**config.mk**
```make
export PLATFORM = sky130hd
export DESIGN_NAME = cb_out_arbiter_flat
export DESIGN_NICKNAME = d
export VERILOG_FILES = /design/src/rtl/cb_out_arbiter_if.sv /design/src/rtl/cb_out_arbiter.sv /design/src/flat_wrapper.sv
export SDC_FILE = /design/constraint.sdc
export NUM_CORES = 1
export LEC_CHECK = 0
export CORE_UTILIZATION = 40
export CTS_BUF_LIST = sky130_fd_sc_hd__clkbuf_8
export DETAILED_ROUTE_END_ITERATION = 7
export DONT_BUFFER_PORTS = 1
export GPL_TIMING_DRIVEN = 0
export MAX_ROUTING_LAYER = met4
export PLACE_DENSITY = 0.64
export SLEW_MARGIN = 20
export SYNTH_ARGS = -nofsm -noshare
export SYNTH_HDL_FRONTEND = slang
export SYNTH_SLANG_ARGS = --single-unit
```
**constraint.sdc**
```tcl
create_clock -name clk -period 7.5 [get_ports clk]
set_input_delay 1.125 -clock clk [delete_from_list [all_inputs] [get_ports clk]]
set_output_delay 1.125 -clock clk [all_outputs]
set_load 0.005 [all_outputs]
```
**src/rtl/cb_out_arbiter_if.sv**
```systemverilog
// Code-block arbiter bus: both upstream FIFO read ports and the shared downstream byte stream.
// master = arbiter side, slave = FIFO/sink side.
interface cb_out_arbiter_if;
  logic       itl_empty;
  logic       itl_rdreq;
  logic [9:0] itl_q;
  logic       enc_empty;
  logic       enc_rdreq;
  logic [9:0] enc_q;
  logic       out_valid;
  logic       out_ready;
  logic [7:0] out_data;
  logic       out_size;
  logic       out_start;
  logic       out_last;
  logic       out_src;

  modport master (
    input  itl_empty, itl_q, enc_empty, enc_q, out_ready,
    output itl_rdreq, enc_rdreq, out_valid, out_data, out_size, out_start, out_last, out_src
  );

  modport slave (
    output itl_empty, itl_q, enc_empty, enc_q, out_ready,
    input  itl_rdreq, enc_rdreq, out_valid, out_data, out_size, out_start, out_last, out_src
  );
endinterface

```
**src/rtl/cb_out_arbiter.sv**
```systemverilog
// Forwards whole code blocks from the interleaver/encoder FIFOs onto one byte stream.
// Define CB_ARB_FIXED_PRIO_EN for fixed interleaver priority instead of round-robin.
module cb_out_arbiter #(
  parameter int unsigned SIZE0_BYTES = 768,
  parameter int unsigned SIZE1_BYTES = 760
) (
  input  logic             clk,
  input  logic             reset,
  input  logic             enable,
  input  logic             err_clr,
  output logic             busy,
  output logic             err_sticky,
  cb_out_arbiter_if.master bus
);
  localparam logic [9:0] Len0 = 10'(SIZE0_BYTES);
  localparam logic [9:0] Len1 = 10'(SIZE1_BYTES);

  typedef enum logic [1:0] {StIdle, StHeadRd, StHeadChk, StBody} state_e;

  typedef struct packed {
    logic       src;
    logic       size;
    logic       start;
    logic       last;
    logic [7:0] data;
  } entry_t;

  state_e     state_q, state_d;
  logic       src_q, src_d;
  logic       size_q, size_d;
  logic [9:0] len_q, len_d;
  logic [9:0] issued_q, issued_d;
  logic [9:0] pushed_q, pushed_d;
  logic       rd_pend_q;
  logic       err_q, err_set;
  entry_t     buf_q [2];
  logic [1:0] occ_q;
  entry_t     push_entry;
  logic       push, pop, rd_en, can_read;
  logic       empty_sel, any_avail, grant_src;
  logic [9:0] q_sel;
  logic [1:0] room_used;

  assign empty_sel = src_q ? bus.enc_empty : bus.itl_empty;
  assign q_sel     = src_q ? bus.enc_q : bus.itl_q;
  assign any_avail = ~bus.itl_empty | ~bus.enc_empty;
  assign pop       = (occ_q != 2'd0) & bus.out_ready;
  // The pop of this cycle frees a slot in time for the word requested now.
  assign room_used = occ_q - {1'b0, pop} + {1'b0, rd_pend_q};
  assign can_read  = room_used < 2'd2;

`ifdef CB_ARB_FIXED_PRIO_EN
  assign grant_src = bus.itl_empty;
`else
  logic rr_q;

  assign grant_src = (~bus.itl_empty & ~bus.enc_empty) ? rr_q : bus.itl_empty;

  always_ff @(posedge clk or negedge reset) begin
    if (!reset) begin
      rr_q <= 1'b0;
    end else if (state_q == StIdle && enable && any_avail) begin
      rr_q <= ~grant_src;
    end
  end
`endif

  always_comb begin
    state_d    = state_q;
    src_d      = src_q;
    size_d     = size_q;
    len_d      = len_q;
    issued_d   = issued_q;
    pushed_d   = pushed_q;
    rd_en      = 1'b0;
    push       = 1'b0;
    err_set    = 1'b0;
    push_entry = '0;
    case (state_q)
      StIdle: begin
        if (enable && any_avail) begin
          src_d   = grant_src;
          state_d = StHeadRd;
        end
      end
      StHeadRd: begin
        if (!empty_sel && can_read) begin
          rd_en   = 1'b1;
          state_d = StHeadChk;
        end
      end
      StHeadChk: begin
        if (!q_sel[0]) begin
          err_set = 1'b1;
          state_d = StHeadRd;
        end else begin
          size_d           = q_sel[1];
          len_d            = q_sel[1] ? Len1 : Len0;
          push             = 1'b1;
          push_entry.src   = src_q;
          push_entry.size  = q_sel[1];
          push_entry.start = 1'b1;
          push_entry.last  = (len_d == 10'd1);
          push_entry.data  = q_sel[9:2];
          issued_d         = 10'd1;
          pushed_d         = 10'd1;
          state_d          = (len_d == 10'd1) ? StIdle : StBody;
        end
      end
      StBody: begin
        if (!empty_sel && (issued_q < len_q) && can_read) begin
          rd_en    = 1'b1;
          issued_d = issued_q + 10'd1;
        end
        if (rd_pend_q) begin
          push            = 1'b1;
          err_set         = q_sel[0];
          push_entry.src  = src_q;
          push_entry.size = size_q;
          push_entry.last = (pushed_q == len_q - 10'd1);
          push_entry.data = q_sel[9:2];
          pushed_d        = pushed_q + 10'd1;
          if (push_entry.last) state_d = StIdle;
        end
      end
      default: state_d = StIdle;
    endcase
  end

  always_ff @(posedge clk or negedge reset) begin
    if (!reset) begin
      state_q   <= StIdle;
      src_q     <= 1'b0;
      size_q    <= 1'b0;
      len_q     <= '0;
      issued_q  <= '0;
      pushed_q  <= '0;
      rd_pend_q <= 1'b0;
      err_q     <= 1'b0;
    end else begin
      state_q   <= state_d;
      src_q     <= src_d;
      size_q    <= size_d;
      len_q     <= len_d;
      issued_q  <= issued_d;
      pushed_q  <= pushed_d;
      rd_pend_q <= rd_en;
      err_q     <= err_set | (err_q & ~err_clr);
    end
  end

  // Two-entry output buffer; entry 0 is the head presented downstream.
  always_ff @(posedge clk or negedge reset) begin
    if (!reset) begin
      occ_q    <= 2'd0;
      buf_q[0] <= '0;
      buf_q[1] <= '0;
    end else begin
      occ_q <= occ_q - {1'b0, pop} + {1'b0, push};
      if (push && (occ_q == 2'd0 || (occ_q == 2'd1 && pop))) begin
        buf_q[0] <= push_entry;
      end else if (pop) begin
        buf_q[0] <= buf_q[1];
      end
      if (push && ((occ_q == 2'd1 && !pop) || (occ_q == 2'd2 && pop))) begin
        buf_q[1] <= push_entry;
      end
    end
  end

  assign bus.itl_rdreq = rd_en & ~src_q;
  assign bus.enc_rdreq = rd_en & src_q;
  assign bus.out_valid = (occ_q != 2'd0);
  assign bus.out_data  = buf_q[0].data;
  assign bus.out_size  = buf_q[0].size;
  assign bus.out_start = buf_q[0].start;
  assign bus.out_last  = buf_q[0].last;
  assign bus.out_src   = buf_q[0].src;
  assign busy          = (state_q != StIdle) | (occ_q != 2'd0);
  assign err_sticky    = err_q;
endmodule

```
**src/flat_wrapper.sv**
```systemverilog
// flat-port wrapper written by rule: the top's interface ports become plain ports
module cb_out_arbiter_flat 
#(
  parameter int unsigned SIZE0_BYTES = 768,
  parameter int unsigned SIZE1_BYTES = 760
)
  (clk, reset, enable, err_clr, busy, err_sticky, bus_itl_empty, bus_itl_q, bus_enc_empty, bus_enc_q, bus_out_ready, bus_itl_rdreq, bus_enc_rdreq, bus_out_valid, bus_out_data, bus_out_size, bus_out_start, bus_out_last, bus_out_src);
  cb_out_arbiter_if bus_i ();
  input  logic clk;
  input  logic reset;
  input  logic enable;
  input  logic err_clr;
  output logic busy;
  output logic err_sticky;
  input wire logic [$bits(bus_i.itl_empty)-1:0] bus_itl_empty;
  input wire logic [$bits(bus_i.itl_q)-1:0] bus_itl_q;
  input wire logic [$bits(bus_i.enc_empty)-1:0] bus_enc_empty;
  input wire logic [$bits(bus_i.enc_q)-1:0] bus_enc_q;
  input wire logic [$bits(bus_i.out_ready)-1:0] bus_out_ready;
  output wire logic [$bits(bus_i.itl_rdreq)-1:0] bus_itl_rdreq;
  output wire logic [$bits(bus_i.enc_rdreq)-1:0] bus_enc_rdreq;
  output wire logic [$bits(bus_i.out_valid)-1:0] bus_out_valid;
  output wire logic [$bits(bus_i.out_data)-1:0] bus_out_data;
  output wire logic [$bits(bus_i.out_size)-1:0] bus_out_size;
  output wire logic [$bits(bus_i.out_start)-1:0] bus_out_start;
  output wire logic [$bits(bus_i.out_last)-1:0] bus_out_last;
  output wire logic [$bits(bus_i.out_src)-1:0] bus_out_src;
  assign bus_i.itl_empty = bus_itl_empty;
  assign bus_i.itl_q = bus_itl_q;
  assign bus_i.enc_empty = bus_enc_empty;
  assign bus_i.enc_q = bus_enc_q;
  assign bus_i.out_ready = bus_out_ready;
  assign bus_itl_rdreq = bus_i.itl_rdreq;
  assign bus_enc_rdreq = bus_i.enc_rdreq;
  assign bus_out_valid = bus_i.out_valid;
  assign bus_out_data = bus_i.out_data;
  assign bus_out_size = bus_i.out_size;
  assign bus_out_start = bus_i.out_start;
  assign bus_out_last = bus_i.out_last;
  assign bus_out_src = bus_i.out_src;
  cb_out_arbiter #(.SIZE0_BYTES(SIZE0_BYTES), .SIZE1_BYTES(SIZE1_BYTES)) u_core (.clk(clk), .reset(reset), .enable(enable), .err_clr(err_clr), .busy(busy), .err_sticky(err_sticky), .bus(bus_i));
endmodule
```
## Word level (Yosys, flattened, before mapping)

Cells that the tools add are included.

| word-level totals | value |
|---|---|
| register bits | 63 |
| bits of input ports | 27 |
| output and inout port bits | 17 |
| logic and storage cells | 113 |

| cells by class | value |
|---|---|
| add/subtract/negate cells | 6 |
| $lt $le $gt $ge | 2 |
| equal/unequal tests | 13 |
| mux-type cells | 33 |
| bitwise logic cells | 13 |
| reduce and logical (&&, ||, !) cells | 26 |

Operators by type and width:

| operator | number |
|---|---|
| 10-bit 2-to-1 mux | 4 |
| 10-bit case mux with 2 select lines | 2 |
| 12-bit 2-to-1 mux | 3 |
| 10-bit by 1-bit adder with 10-bit output, second input constant | 2 |
| 9-bit 2-to-1 mux | 2 |
| 9-bit case mux with 2 select lines | 1 |
| 2-bit 2-to-1 mux | 7 |
| 1-bit logical AND | 11 |
| 10-bit by 1-bit == test with 1-bit output, second input constant | 1 |
| 10-bit == test | 1 |
| 10-bit < comparator | 1 |
| 2-bit by 1-bit inequality test with 1-bit output, second input constant | 5 |
| 10-bit by 1-bit subtractor with 10-bit output, second input constant | 1 |
| 1-bit 2-to-1 mux | 9 |
| 2-bit case mux with 4 select lines | 1 |
| 2-bit nonzero test | 4 |
| 2-bit == test, second input constant | 3 |
| 1-bit case mux with 2 select lines | 3 |
| 3-bit AND reduction | 2 |
| 1-bit AND | 5 |
| 1-bit NOT | 5 |
| 2-bit by 1-bit adder with 2-bit output | 2 |
| 2-bit by 1-bit == test with 1-bit output, second input constant | 2 |
| 2-bit zero test | 2 |
| 9 further kinds | 14 |

## Depth between registers and ports, before layout

Gate-level depths: netlist of the first run.

| logic depth | value |
|---|---|
| depth in word-level cells | 9 |
| depth in mapped cells | 11 |
| gate-level depth less buffers | 9 |

## Worst setup path before layout of the first run

OpenSTA, ideal clock, no wires.

| timing | value |
|---|---|
| kind | input port to output port |
| from | input bus_out_ready |
| to | output bus_itl_rdreq |
| arrival | 2.420 ns |
| data required time | 6.375 ns |
| slack | 3.955 ns |
| stages on the path | 9 |
| buffers on the path | 1 |
| cell sequence | nand2_1 > inv_1 > ha_1 > nand2b_1 > xnor2_1 > nand2_1 > buf_6 > a21oi_1 > nor2b_1 |

| between the ends | value |
|---|---|
| cells in the longest elaborated chain, start to end | 8 |
| elaborated cells between the ends (all ways) | 10 |
| classes of those cells | add/sub (2); order compare (1); mux (3); bitwise (2); reduce/logical (2) |

RTL lines:

| element | RTL line | text |
|---|---|---|
| start: declaration | flat_wrapper.sv:19 | `input wire logic [$bits(bus_i.out_ready)-1:0] bus_out_ready;` |
| 1-bit AND (*) | cb_out_arbiter.sv:47 | `assign pop = (occ_q != 2'd0) & bus.out_ready;` |
| 2-bit by 1-bit subtractor with 2-bit output (*) | cb_out_arbiter.sv:49 | `assign room_used = occ_q - {1'b0, pop} + {1'b0, rd_pend_q};` |
| 2-bit by 1-bit adder with 2-bit output (*) | cb_out_arbiter.sv:49 |  |
| 2-bit < comparator (*) | cb_out_arbiter.sv:50 | `assign can_read = room_used < 2'd2;` |
| 1-bit logical AND (on tied branches) | cb_out_arbiter.sv:111, cb_out_arbiter.sv:87 |  |
| 1-bit 2-to-1 mux (on tied branches) | cb_out_arbiter.sv:111, cb_out_arbiter.sv:87 |  |
| 1-bit case mux with 2 select lines (*) | cb_out_arbiter.sv:79 | `case (state_q)` |
| named net u_core.rd_en | cb_out_arbiter.sv:39 | `logic push, pop, rd_en, can_read;` |
| 1-bit AND (*) | cb_out_arbiter.sv:171 | `assign bus.itl_rdreq = rd_en & ~src_q;` |
| end: declaration | flat_wrapper.sv:20 | `output wire logic [$bits(bus_i.itl_rdreq)-1:0] bus_itl_rdreq;` |

Mark *: on every way through the listed nets, which the timed path passes. The rest lies on a longest branch.

## Worst setup path after layout of the first run

| timing | value |
|---|---|
| from | register u_core.occ_q[0] |
| to | output bus_itl_rdreq |

| between the ends | value |
|---|---|
| cells in the longest elaborated chain, start to end | 9 |
| elaborated cells between the ends (all ways) | 11 |
| classes of those cells | add/sub (2); order compare (1); mux (3); bitwise (2); reduce/logical (3) |

RTL lines:

| element | RTL line | text |
|---|---|---|
| start: declaration | cb_out_arbiter.sv:37 | `logic [1:0] occ_q;` |
| start signal: assignment | cb_out_arbiter.sv:159 | `occ_q <= occ_q - {1'b0, pop} + {1'b0, push};` |
| 2-bit nonzero test (*) | - |  |
| named net bus_out_valid | flat_wrapper.sv:22 | `output wire logic [$bits(bus_i.out_valid)-1:0] bus_out_valid;` |
| 1-bit AND (*) | cb_out_arbiter.sv:47 |  |
| 2-bit by 1-bit subtractor with 2-bit output (*) | cb_out_arbiter.sv:49 |  |
| 2-bit by 1-bit adder with 2-bit output (*) | cb_out_arbiter.sv:49 |  |
| 2-bit < comparator (*) | cb_out_arbiter.sv:50 |  |
| 1-bit logical AND (on tied branches) | cb_out_arbiter.sv:111, cb_out_arbiter.sv:87 |  |
| 1-bit 2-to-1 mux (on tied branches) | cb_out_arbiter.sv:111, cb_out_arbiter.sv:87 |  |
| 1-bit case mux with 2 select lines (*) | cb_out_arbiter.sv:79 |  |
| named net u_core.rd_en | cb_out_arbiter.sv:39 |  |
| 1-bit AND (*) | cb_out_arbiter.sv:171 |  |

Marks and branches as above.

==> results of run 1 <==
[metal layers]
layer / GRT usage [%] / wire length [um] / up-vias
li1: - / - / 1155
met1: 25.1 / 3200 / 1120
met2: 26.8 / 3060 / 51
met3: 4.23 / 340 / 7
met4: 5.78 / 105 / 0
met5: - / 0 / -
[layout by cell type (no fill, tap or decap), types with 3 or more instances in the layout]
master,Yosys,layout
or3_1,4,4
nand2_1,26,26
ha_1,11,11
clkbuf_1,6,6
and3_1,5,5
nand3_1,11,11
o21ai_0,7,7
nor4_1,3,3
dfrtp_1,55,55
or4_1,6,6
clkbuf_8,0,5
o21ai_1,7,7
a21oi_1,27,27
buf_2,5,5
buf_4,10,10
xnor2_1,8,8
mux2i_1,22,22
o21a_1,3,3
nor2_1,33,33
nand4_1,5,5
and2_1,3,3
inv_1,12,13
o31ai_1,8,8
nand2b_1,4,4
a21o_1,3,3
mux2_1,11,11
xor2_1,4,4
[state kept, by name, summed over array words and instances, names as in the netlist]
signal and cells:
u_core.bus.out_size 1, u_core.bus.out_start 1, u_core.state_q 2, u_core.src_q 1, u_core.bus.out_src 1, u_core.bus.out_data 8
u_core.occ_q 2, u_core.bus.out_last 1, u_core.rr_q 1, u_core.pushed_q 10, u_core.buf_q 12, u_core.err_sticky 1
u_core.len_q 3, u_core.rd_pend_q 1, u_core.issued_q 10
[final cells by class]
type                            instances  share of cell area (%)
Tap cell                               99                    3.74
Clock inverter                          3                   0.604
Clock buffer                            5                    2.08
Buffer                                 22                    4.04
Inverter                               12                    1.36
Multi-Input combinational cell        233                    46.6
Sequential cell                        55                    41.5
[power by group through the flow]
stage	registers, mW	logic [mW]	clock network (mW)
6_report	0.489	0.502	0.163
3_3_place_gp	0.489	0.493	0
5_1_grt	0.505	0.568	0.182
3_5_place_dp	0.492	0.503	0
2_1_floorplan	0.466	0.402	0
4_1_cts	0.487	0.506	0.171
[worst max path at each step]
stage                                from       endpoint
after floorplan             bus_out_ready  bus_itl_rdreq
after global placement      bus_out_ready  bus_itl_rdreq
after detailed placement    bus_out_ready  bus_itl_rdreq
after CTS                 u_core.occ_q[1]  bus_itl_rdreq
after global routing      u_core.occ_q[0]  bus_itl_rdreq
final                     u_core.occ_q[0]  bus_itl_rdreq
[kinds of logic (layout without fill, tap and decap cells)]
group	count (synthesis)	after routing
flip-flops	55	55
AND/OR/NAND/NOR	107	107
adder cells (fa/ha/maj)	11	11
multiplexers	33	33
XOR/XNOR	12	12
buffers and inverters	34	42
AO/OA/AOI/OAI	70	70
[per-stage QoR]
| stage | setup WS [ps] | cell area, um2 | instances |
|---|---|---|---|
| after floorplan | 3950 | 3100 | 322 |
| after global placement | 3720 | 3220 | 421 |
| after detailed placement | 3720 | 3220 | 421 |
| after CTS | 3670 | 3310 | 429 |
| after global routing | 3480 | 3310 | 429 |
| final | 3700 | 3310 | 429 |
==> metrics.md, run 1 <==
| Metric | Value |
|---|---|
| Root buffer cell | `clkbuf_8` |
| Largest family of logic cells by synthesized area | `simple AND/OR/NAND/NOR gates` |
| Vert. Die Dim | `about 90 um` |
| Yosys top cell by area | `dfrtp_1` |
| Reg area | `1380 um2` |
| First-pass GRT wire length | `11700 um` |
| Slowest cell on the critical path | `dfrtp_1` |
| P_int | `about 0.67 mW` |
| CP max FO | `10` |
| Final Critical Period | `3800 ps` |
| Area of the multi-input gates | `about 1500 um2` |
| Sw frac | `between 40% and 50%` |
| RSZ-0062 raised after global routing | `no` |
| Leakage power | `about 1.5 nW` |
| Die span in x | `90.0 um` |
| CTS tree | `done` |
| R2R Path Start | `u_core.occ_q[0]` |
| Syn_nets | `360` |
| Via count | `roughly 2300` |
| Nets@finish | `between 300 and 400` |
| Final slew viol count | `0` |
| Setup TNS | `0 ps` |
| Crit path arrival time | `around 2700 ps` |
| Synth Area in Adders | `around 4.4%` |
| Number of flops mapped to enable cells by yosys | `0` |
| XOR/XNOR Fraction of Synth Area | `3.39%` |
| Clock power share | `14.1%` |
| Total GRT Usage | `between 10% and 20%` |
| WP depth | `10` |
| Clk pin slew, worst setup/hold paths | `around 100 ps` |
| Initial Util | `a little over two fifths` |
| CTS Buf Count | `5` |
| Final Hold Vio Count | `0` |
| Iteration-0 DRC Markers | `~200` |
| Final Util | `between 40 and 50%` |
| Pwr Total | `between 1 and 1.5 mW` |
| Cts hold-fix bufs | `0` |
| Worst-Margin Slew | `approximately 800 ps` |
| # rows | `31` |
| Vias in the first global route | `2365` |
| Post-synthesis sequential area ratio | `between 40% and 50%` |
| PwrDens | `348 nW/um2` |
| Synthesized area | `between 3000 and 4000 um2` |
| I/O Pins | `between 40 and 50` |
| Distinct cells, synth | `45` |
| Period utilization | `between 50 and 60%` |
| Register-to-register setup slack | `around 4800 ps` |
| Pin count of the biggest net entering global routing | `56` |
| Crit Reg-Reg Endpoint | `u_core.issued_q[9]` |
| Drt via density | `5.44` |
| Relative slew slack | `about 47%` |
| Area of the die | `a little over 8000 um2` |
| Worst Skew | `approximately 13 ps` |
| Initial antenna violation count | `0` |
| P_sw | `0.480 mW` |
| Yosys warnings | `0` |
| H-tree levels | `2` |
| Seq cells post-synth | `55` |
| 1st-pass router iterations | `4` |
| Bufs and invs on worst path | `2` |
| Worst path top cell family by delay | `simple AND/OR/NAND/NOR gates` |
| Combinational Power Share | `43.5%` |
| Skew-Pair Late Insertion Delay | `roughly 310 ps` |
| Clock Sink Count | `55` |
| Endpoints failing setup | `0` |
| Residual DRC count | `0` |
| Post-DP HPWL | `4830 um` |
| Max frequency | `~260 MHz` |
| Fillers | `a little over 700` |
| Max cap viols | `0` |
| Ranking of synthesized cells by area | `dfrtp_1, mux2i_1, ha_1, a21oi_1, nor2_1` |
| Final GP Congestion | `0.797` |
| Layout area overhead | `6.86%` |
| Core ar. | `roughly 7400 um2` |
| Status | `finished, final reports clean` |
| Worst vdd ir | `between 0.00009 and 0.0001 V` |
| Gr ovfl total | `0` |
| Post-Syn Instances | `322` |
| Ant diodes | `0` |
| Setup crit start kind | `flop` |
| Critical-path cell list | `or2_2 > nand2_1 > inv_1 > ha_1 > xnor2_1 > xnor2_1 > nand2_1 > buf_6 > a21oi_1 > nor2b_1` |
| Post-Synth Simple-Gate Area | `16.7%` |
| Post-DRT Antenna Nets | `0` |
| Compound-cell area share of the yosys netlist | `roughly 14%` |
| CP endpoint kind | `primary output` |
| Post-synth top area share | `between 40% and 50%` |
| Bufs on Longest Clock Path | `2` |
| Post-CTS Setup Repair Bufs | `0` |
| Syn avg cell area | `about 9.6 um2` |
| Slowest stage delay, CP | `450 ps` |
| Wire per inst | `approximately 16 um` |
| Mux share of post-synthesis cell area | `between 10% and 20%` |
| Setup Crit Path Kind | `reg2out` |
| Hold_ws | `roughly 500 ps` |
| Req. time, crit path | `6380 ps` |
| Most common cell in the netlist | `dfrtp_1` |
| Final wirelength | `between 6000 and 7000 um` |
| R2r worst-path depth | `10` |
| Post-synth top cells | `dfrtp_1, nor2_1, a21oi_1, nand2_1, mux2i_1` |
| Share of cells above drive strength 1 | `8.18%` |
| Flop pwr share | `between 40% and 50%` |
| FFs w/ async S/R, synth | `100%` |
| Post_cts resized | `0` |
| PortBufs | `0` |
| Top FF cell, synth | `dfrtp_1` |
| Hold Crit Class | `in2async` |
Power figures use the tool's default switching activity.
==> inputs of run 2 (changes only) <==
==> constraint.sdc (replaced) <==
create_clock -name clk -period 3.8 [get_ports clk]
set_input_delay 0.57 -clock clk [delete_from_list [all_inputs] [get_ports clk]]
set_output_delay 0.57 -clock clk [all_outputs]
set_load 0.005 [all_outputs]
==> run 2 against run 1 <==
  * Non-clock buffer count increased by 1
  * Via count increased by 0.77%
  * First-iteration DRC count decreased by 36%
  * Sequential share of layout area decreased by 0.34 points
  * Sequential power increased by 98%
  * Register-to-register slack got worse by 3700 ps
  * Largest power group unchanged
  * Sequential cell count unchanged
  * Core utilization increased by 0.37 points
  * Clock skew increased by 1.1 ps
  * Clock-buffer cell count unchanged
  * Die area unchanged
  * Critical endpoint unchanged
  * Hold slack got worse by 400 ps
==> metrics.md, run 2 (synthesis results as in run 1) <==
| Metric | Value |
|---|---|
| Final wirelength | `6800 um (+1.4%)` |
| Setup crit start kind | `flop` |
| First-pass GRT wire length | `11700 um (+0.24%)` |
| Vias in the first global route | `2363 (-0.085%)` |
| Relative slew slack | `45.8% (-1.5 points)` |
| Nets@finish | `368 (+0.27%)` |
| Post_cts resized | `0 (unchanged)` |
| Die span in x | `90.0 um (unchanged)` |
| CP max FO | `10 (unchanged)` |
| Pin count of the biggest net entering global routing | `56 (unchanged)` |
| H-tree levels | `2 (unchanged)` |
| Met3 WL | `339 um (-0.29%)` |
| Iteration-0 DRC Markers | `132 (-36%)` |
| 1st-pass router iterations | `4 (unchanged)` |
| Residual DRC count | `0 (unchanged)` |
| Worst vdd ir | `0.000193 V (+98%)` |
| Setup Crit Path Kind | `reg2out` |
| Vert. Die Dim | `90.0 um (unchanged)` |
| Final WS setup | `551 ps (-3150 ps)` |
| Final GP Congestion | `0.797 (unchanged)` |
| DR WL met2 | `3150 um (+3.0%)` |
| Top reg by flops | `u_core.buf_q` |
| Area of the die | `8110 um2 (unchanged)` |
| # rows | `31 (unchanged)` |
| Post-CTS Setup Repair Bufs | `0 (unchanged)` |
| PwrDens | `687 nW/um2 (+97%)` |
| Initial Util | `42.1% (unchanged)` |
| Max cap viols | `0 (unchanged)` |
| Skew-Pair Late Insertion Delay | `310 ps (about the same)` |
| Area of the multi-input gates | `1550 um2 (unchanged)` |
| PortBufs | `0 (unchanged)` |
| Via count | `2351 (+0.77%)` |
| Pre-CTS WS | `887 ps (-2830 ps)` |
| Final Hold Vio Count | `0 (unchanged)` |
| Core ar. | `7370 um2 (unchanged)` |
| Cts hold-fix bufs | `1 (+1)` |
| Finished Layout Cells | `430 (+0.23%)` |
| Ant diodes | `0 (unchanged)` |
| Fillers | `723 (-0.14%)` |
| RSZ-0062 raised after global routing | `no` |
| Post-DRT Antenna Nets | `0 (unchanged)` |
| Wire per inst | `15.8 um (+1.1%)` |
| Root buffer cell | `clkbuf_8` |
| Hold_ws | `97.0 ps (-400 ps)` |
| Inst Count DP | `421 (unchanged)` |
| R2R Path Start | `u_core.occ_q[0]` |
| Endpoints failing setup | `0 (unchanged)` |
| Final Critical Period | `3250 ps` |
| Crit Reg-Reg Endpoint | `u_core.issued_q[9]` |
| R2r worst-path depth | `10 (unchanged)` |
| Most frequent cells in the layout | `dfrtp_1, nor2_1, a21oi_1, nand2_1, mux2i_1` |
| Leakage power | `1.55 nW (+0.82%)` |
| Register-to-register setup slack | `1080 ps (-3710 ps)` |
| Most common cell after layout, fill and taps aside | `dfrtp_1` |
| Drt via density | `5.47 (+0.54%)` |
| Status | `finished, final reports clean` |
| Share of cells above drive strength 1 | `8.46% (+0.28 points)` |
| Gr ovfl total | `0 (unchanged)` |
| I/O Pins | `44 (unchanged)` |
| Total GRT Usage | `18.5% (+0.15 points)` |
| Setup TNS | `0 ps (unchanged)` |
| CP endpoint kind | `primary output` |
| Worst Skew | `14.2 ps (+1.12 ps)` |
| Post-DP HPWL | `4830 um (unchanged)` |
| CTS Buf Count | `5 (unchanged)` |
| CTS tree | `done` |
| Final slew viol count | `0 (unchanged)` |
| Reg area | `1380 um2 (unchanged)` |
| Hold Crit Class | `in2async` |
| Period utilization | `around 85%` |
| Req. time, crit path | `3230 ps (-3150 ps)` |
| Crit path arrival time | `2680 ps (about the same)` |
| Layout area overhead | `7.75%` |
| Met1 WL | `3230 um (+1.0%)` |
| Worst-Margin Slew | `808 ps (+21.9 ps)` |
| Clock Sink Count | `55 (unchanged)` |
| Clk pin slew, worst setup/hold paths | `100 ps (about the same)` |
| Max frequency | `around 300 MHz` |
| Max reg flops | `12 (unchanged)` |
| Top Layer Used | `met4` |
| Largest registers | `u_core.buf_q (12), u_core.issued_q (10), u_core.pushed_q (10)` |
| Initial antenna violation count | `0 (unchanged)` |
| Bufs on Longest Clock Path | `2 (unchanged)` |
==> run 2: routing by layer <==
metal,global-route usage (%),vias to the layer above
li1,-,1155
met1,25.2,1132
met2,27.5,60
met3,4.15,4
met4,5.24,0
met5,-,-
==> run 2: worst max-delay path by stage <==
stage / endpoint / from / slack (ps) / cells past startpoint
6_report: bus_itl_rdreq / u_core.occ_q[0] / 550 / 10
5_1_grt: bus_itl_rdreq / u_core.occ_q[0] / 340 / 10
4_1_cts: bus_itl_rdreq / u_core.occ_q[1] / 520 / 10
3_5_place_dp: bus_itl_rdreq / u_core.occ_q[0] / 890 / 10
3_3_place_gp: bus_itl_rdreq / u_core.occ_q[0] / 890 / 10
2_1_floorplan: bus_itl_rdreq / u_core.occ_q[0] / 1170 / 10
==> run 2: stage by stage <==
step                      area (um2)  power (mW)  utilization [%]
after global placement          3220        1.94             43.8
after CTS                       3340        2.31             45.3
after detailed placement        3220        1.96             43.8
after global routing            3340        2.49             45.3
after floorplan                 3100        1.71                -
final                           3340        2.30             45.3
==> run 2: final cells by class <==
class | instances | area share, %
inverter | 12 | 1.35
sequential | 55 | 41.2
multi-input combinational | 233 | 46.3
tap | 99 | 3.71
timing repair buffer | 1 | 0.824
clock buffer | 5 | 2.06
buffer | 22 | 4.01
clock inverter | 3 | 0.599
==> run 2: report_power, final <==
part	switching, mW	total [mW]	internal, mW	leakage, nW
clock network	0.192	0.322	0.130	0.0460
registers	0.181	0.967	0.786	0.707
logic	0.590	1.01	0.417	0.802
total	0.963	2.30	1.33	1.55
==> run 2: critical path, stage by stage, from the launching register on <==
cell     delay [ps]
dfrtp_1         460
or2_2           360
nand2_1         180
inv_1            80
ha_1            190
xnor2_1         260
xnor2_1         170
nand2_1         130
buf_6           160
a21oi_1         180
nor2b_1         200
